### config.mk
export PLATFORM = sky130hd
export DESIGN_NAME = avst_skid_buf
export DESIGN_NICKNAME = d
export VERILOG_FILES = /design/src/rtl/sort_checker_pkg.sv /design/src/rtl/sort_checker_skid_buf.sv
export SDC_FILE = /design/constraint.sdc
export NUM_CORES = 1
export LEC_CHECK = 0
export ABC_AREA = 0
export CAP_MARGIN = 10
export CELL_PAD_IN_SITES_DETAIL_PLACEMENT = 1
export CELL_PAD_IN_SITES_GLOBAL_PLACEMENT = 1
export CORE_MARGIN = 2
export CORE_UTILIZATION = 28
export CTS_CLUSTER_SIZE = 24
export DETAILED_ROUTE_END_ITERATION = 7
export GPL_TIMING_DRIVEN = 1
export PLACE_DENSITY_LB_ADDON = 0.1
export SYNTH_ARGS = -nofsm -noshare
export SYNTH_HDL_FRONTEND = slang
export SYNTH_SLANG_ARGS = --single-unit
### constraint.sdc
create_clock -name clk_i -period 2.5 [get_ports clk_i]
set_input_delay 0.375 -clock clk_i [delete_from_list [all_inputs] [get_ports clk_i]]
set_output_delay 0.375 -clock clk_i [all_outputs]
set_load 0.02 [all_outputs]
### src/rtl/sort_checker_pkg.sv
// Shared types and default sizes for the sorter result checker.
package sort_pkg;

  localparam int DEF_DWIDTH      = 64;
  localparam int DEF_MAX_PKT_LEN = 256;
  localparam int DEF_CNT_WIDTH   = 32;

  typedef enum logic {
    IDLE   = 1'b0,
    IN_PKT = 1'b1
  } state_t;

  typedef struct packed {
    logic [DEF_DWIDTH-1:0] data;
    logic                  sop;
    logic                  eop;
  } avst_beat_t;

  typedef struct packed {
    logic order;
    logic frame;
    logic len;
  } err_t;

endpackage

### src/rtl/sort_checker_skid_buf.sv
// Two-entry skid buffer with registered ready; head entry drives the output.
module avst_skid_buf
  import sort_pkg::*;
#(
  parameter type beat_t = avst_beat_t
) (
  input  logic  clk_i,
  input  logic  arst_n_i,
  input  beat_t in_beat,
  input  logic  in_valid,
  output logic  in_ready,
  output beat_t out_beat,
  output logic  out_valid,
  input  logic  out_ready
);

  beat_t      mem_q [2];
  logic [1:0] count_q;
  logic [1:0] count_d;
  logic       ready_q;
  logic       push;
  logic       pop;
  logic       wr_slot;

  assign push      = in_valid && ready_q;
  assign out_valid = (count_q != 2'd0);
  assign pop       = out_valid && out_ready;
  assign in_ready  = ready_q;
  assign out_beat  = mem_q[0];

  always_comb begin
    count_d = count_q + {1'b0, push} - {1'b0, pop};
    // slot 1 only when one entry remains after this cycle's pop
    wr_slot = pop ? (count_q == 2'd2) : (count_q == 2'd1);
  end

  always_ff @(posedge clk_i or negedge arst_n_i) begin
    if (!arst_n_i) begin
      mem_q[0] <= '0;
      mem_q[1] <= '0;
      count_q  <= 2'd0;
      ready_q  <= 1'b0;
    end else begin
      if (pop) mem_q[0] <= mem_q[1];
      if (push) mem_q[wr_slot] <= in_beat;
      count_q <= count_d;
      ready_q <= (count_d < 2'd2);
    end
  end

endmodule

==> out/results.ini, run 1 <==
[clock_network]
clock_latency_ps = 410
cts_made_buffers = 17
clk_pin_slew_ps = 60
htreeDepth = 4
cts_tree = yes
cts_resized = 0
root_buffer = clkbuf_16
postCtsSetupBuffers = 0
cts_buffer_depth = 2
cts.sinks = 135

[setup_path]
max_stage_delay_ps = 590
critPathSlowestCell = clkdlybuf4s50_1
endpoint_kind = output port
crit_arrival_ps = 1800
cp_num_buf_inv = 1
startpoint_type = flip-flop
crit_fanout = 5
cp.required_ps = 2120
crit_type = flip-flop to output port
path_cells = or2_2, clkdlybuf4s50_1
critical-path-top-delay-family = buffers and inverters

[logic_synthesis]
synth.net_count = 506
ys_ff_latch = 135
netlist.area_leader.share = 0.514
synthCells = 434
syn_area_per_cell_sq_um = 15.1
netlist-cell-type-count = 19
yosysSeqAreaShare = 0.514
netlist_area_sq_mm = 0.00658
yosysWarnings = 0
synth_top_area_cell = dfrtp_1
synthTopCellsByArea = dfrtp_1, mux2_2, mux2_4

[run]
maxCapViolations = 0

[placement]
hpwl_microns = 9180
globalplace.congestion = 0.670
port-buffer-count = 137
placed_cell_area_sq_mm = 0.00779
pre_cts_slack_ps = 114
dp.cells = 812

[timing]
worst_slew_pin_slew_ps = 428
rsz0062_at_grt = false
relSlewSlack = 0.715
setup_tns_ps = 0
slew_violations = 0
fin_crit_sh = 0.869
fin_crit_ps = 2170
setup-violations-final = 0
finClkSkew_ps = 8.79
worst_slack_ps = 327
hold_violations = 0
max_freq_ghz = 0.460

[floorplan]
fp-row-count = 56
initial_utilization = 0.283
fp.dieH_microns = 157
core_sq_mm = 0.0233
boundaryPins = 138
die_x_microns = 157
die_area_sq_mm = 0.0247

[global_routing]
grt_pass1_vias = 4178
overflow = 0
grt_pass1_wl_microns = 22500
grt_max_degree = 52
grt_use_total = 0.123
antenna_found_initial = 0

[power_and_ir_drop]
p_leak_nw = 3.52
vdd_drop_max_mv = 0.437
power_density_mw_per_mm2 = 1370

[final_layout]
fin_cells = 845
nNetsFinal = 585
n_antenna_cell = 0
area.growth.synth_to_final_pct = 27.9
fin_area_sq_mm = 0.00841
drive_gt1_frac = 0.464

[drt]
routedWlPerCell_microns = 16.8
drt-initial-drc-count = 76
ant_nets = 0
routed_wirelength_microns = 14200
first_pass_iters = 4
vias = 3526
drc = 0
via_per_inst = 4.17

[run_status]
outcome = completed

[worst_hold_path]
hp-class = input pin to async pin

cells in the final DEF (no fill, tap or decap):
cell,instances
a21oi_4,1
buf_12,6
buf_4,3
buf_6,1
bufinv_16,3
clkbuf_16,17
clkdlybuf4s50_1,136
clkinv_2,4
clkinv_4,4
clkinvlp_4,2
dfrtp_1,135
dlygate4sd3_1,1
ha_1,2
inv_1,3
inv_6,2
mux2_2,158
mux2_4,40
nand2_1,1
nand3b_1,1
nand4_1,1
o21ai_4,1
or2_2,1
or3b_4,1
xnor2_1,1
xor2_1,1
cell usage after synthesis:
cell type / count
a21oi_2: 1
buf_12: 4
buf_2: 3
buf_4: 69
buf_6: 8
clkbuf_1: 3
dfrtp_1: 135
ha_1: 2
inv_1: 3
mux2_2: 158
mux2_4: 40
nand2_1: 1
nand3b_1: 1
nand4_1: 1
o21ai_1: 1
or2_2: 1
or3b_4: 1
xnor2_1: 1
xor2_1: 1
repair_timing:
| item | CTS | global route |
|---|---|---|
| hold endpoints to repair | 41 | 0 |
| hold buffers | 1 | 0 |
| setup endpoints to repair | 0 | 0 |
cell type report:
class                   instances  area (sq um)
clock buffers                  17           425
clock inverters                15           178
fillers                      2407         14900
inverters                       3          11.3
multi-input cells             209          2490
flip-flops and latches        135          3380
well taps                     319           399
repair buffers                147          1530
logic make-up after synthesis:
kind of cell,count (synthesis),synth area share
xor+xnor,2,0.00266
flops,135,0.514
mux,198,0.362
simple gates,5,0.00533
compound gates,2,0.00209
fa+ha+maj,2,0.00381
buf+inv,90,0.110
where the power goes:
part,switching (mW),internal [mW],total [mW]
Clock,0.985,1.57,2.56
Sequential,0.597,3.32,3.92
Combinational,1.99,3.06,5.05
Total,3.58,7.95,11.5
per-layer routing:
metal / track usage / wire length (microns) / vias up
li1: - / - / 1607
met1: 0.138 / 5800 / 1828
met2: 0.214 / 7410 / 79
met3: 0.0487 / 875 / 12
met4: 0.0377 / 139 / 0
met5: 0 / 0 / -
final timing paths:
kind | startpoint | end | slack (ps) | cells after the start
worst max-delay path | count_q[1] | out_valid | 330 | 2
worst min-delay path | arst_n_i | out_beat[51] | 450 | 2
worst max register to register | count_q[1] | flip-flop | 510 | 4
worst min register to register | flip-flop | flip-flop | 500 | 1
max in group asynchronous | arst_n_i | async pin | 1380 | 3
min in group clk_i | flip-flop | flip-flop | 500 | 1
per-stage QoR:
stage                     total power [mW]   util  hold slack [ps]
after floorplan                       7.97      -             79.4
after global placement                8.92  0.335              329
after detailed placement              9.10  0.335              331
after CTS                             11.8  0.361              445
after global routing                  12.3  0.361              472
final                                 11.5  0.361              449
(Power assumes the default switching activity.)
==> run 2: changes to the inputs <==
==> constraint.sdc (replaced) <==
create_clock -name clk_i -period 2.75 [get_ports clk_i]
set_input_delay 0.4125 -clock clk_i [delete_from_list [all_inputs] [get_ports clk_i]]
set_output_delay 0.4125 -clock clk_i [all_outputs]
set_load 0.02 [all_outputs]
==> out/results.ini, run 2 (synthesis results as in run 1) <==
[run_status]
outcome = completed

[final_layout]
nNetsFinal = 589
n_antenna_cell = 0
final_cell_mix = mux2_2, clkdlybuf4s50_1, dfrtp_1
fin_util = 0.363
drive_gt1_frac = 0.460
register_area_sq_mm = 0.00338
mostFrequentLayoutCell = mux2_2
area.growth.synth_to_final_pct = 28.5
fin_area_sq_mm = 0.00845
num-fill-cells = 2408
multiInputGateArea_sq_mm = 0.00249

[placement]
placed_cell_area_sq_mm = 0.00784
globalplace.congestion = 0.634
port-buffer-count = 137
hpwl_microns = 9630

[timing]
fin_crit_sh = 0.793
max_freq_ghz = 0.458
slew_violations = 0
fin_crit_ps = 2180
worst_slew_pin_slew_ps = 489
fin_hold_ws_ps = 479
setup-violations-final = 0
finClkSkew_ps = 12.3
setup_tns_ps = 0
rsz0062_at_grt = false
hold_violations = 0
relSlewSlack = 0.674

[drt]
via_per_inst = 4.24
vias = 3597
ant_nets = 0
first_pass_iters = 3
routedWlPerCell_microns = 16.9
drc = 0
routed_wirelength_microns = 14300
drt-initial-drc-count = 61

[setup_path]
crit_type = flip-flop to output port
endpoint_kind = output port
crit_fanout = 5
startpoint_type = flip-flop
critPathLaunch = count_q[1]
worstSetupEndpoint = out_valid
cp.required_ps = 2340
worstRegToRegCells = 5
r2r-start = count_q[1]
crit_arrival_ps = 1770
r2r_setup_slack_ps = 770

[power_and_ir_drop]
total_power_mw = 10.5
power_density_mw_per_mm2 = 1250
vdd_drop_max_mv = 0.371
p_leak_nw = 3.54

[clock_network]
postCtsSetupBuffers = 0
clk_pin_slew_ps = 60
cts.sinks = 135
htreeDepth = 4
cts_buffer_depth = 2
cts_made_buffers = 17
clock_latency_ps = 420
cts_resized = 0
cts_tree = yes
root_buffer = clkbuf_16

[global_routing]
grt_use_total = 0.125
antenna_found_initial = 0
overflow = 0
grt_pass1_wl_microns = 23300
grt_max_degree = 49
grt_pass1_vias = 4193

[floorplan]
fp-row-count = 56
die_x_microns = 157
fp.dieH_microns = 157
boundaryPins = 138
die_area_sq_mm = 0.0247
core_sq_mm = 0.0233
initial_utilization = 0.283

[run]
maxCapViolations = 0

[worst_hold_path]
hp-class = input pin to async pin

==> run 2: cell count changes in the layout (fill, tap and decap cells not counted), sizes merged <==
cell	change
buf	+4
clkbuf	+5
clkinv	-3
clkinvlp	-1
inv	-1
==> run 2: per-stage QoR <==
stage	setup slack [ps]	std cells
final	568	849
after global placement	325	816
after global routing	482	849
after CTS	523	849
after detailed placement	308	816
after floorplan	725	434
==> run 2: power breakdown <==
group	switching, mW	internal (mW)	leakage (nW)
Combinational	1.82	2.80	1.63
Clock	0.880	1.46	0.289
Sequential	0.549	3.02	1.62
==> run 2: worst min path at each step <==
stage              from            to  slack (ps)  cells after the start
2_1_floorplan  arst_n_i     async pin         120                      0
3_3_place_gp   arst_n_i  out_beat[51]         380                      1
3_5_place_dp   arst_n_i  out_beat[51]         380                      1
4_1_cts        arst_n_i  out_beat[51]         500                      2
5_1_grt        arst_n_i  out_beat[51]         520                      2
6_report       arst_n_i  out_beat[51]         480                      2
==> run 2: critical path, stage by stage (launching register included) <==
cell	delay, ps
dfrtp_1	460
or2_2	340
clkdlybuf4s50_1	570
==> run 2: what timing repair did <==
item | CTS | global route
hold endpoints to repair | 45 | 0
hold buffers | 1 | 0
setup endpoints to repair | 0 | 0
==> run 2: layout make-up <==
cell class,instances,area share
Sequential cell,135,0.400
Multi-Input combinational cell,209,0.295
Timing Repair Buffer,151,0.186
Clock buffer,22,0.0538
Tap cell,319,0.0473
Clock inverter,10,0.0173
Inverter,3,0.00133
==> run 2: metal layers <==
| layer | part of all wire | vias to the layer above | global-route usage |
|---|---|---|---|
| li1 | - | 1635 | - |
| met1 | 0.44 | 1863 | 0.153 |
| met2 | 0.49 | 81 | 0.204 |
| met3 | 0.056 | 18 | 0.0427 |
| met4 | 0.017 | 0 | 0.0494 |
| met5 | 0 | - | 0 |
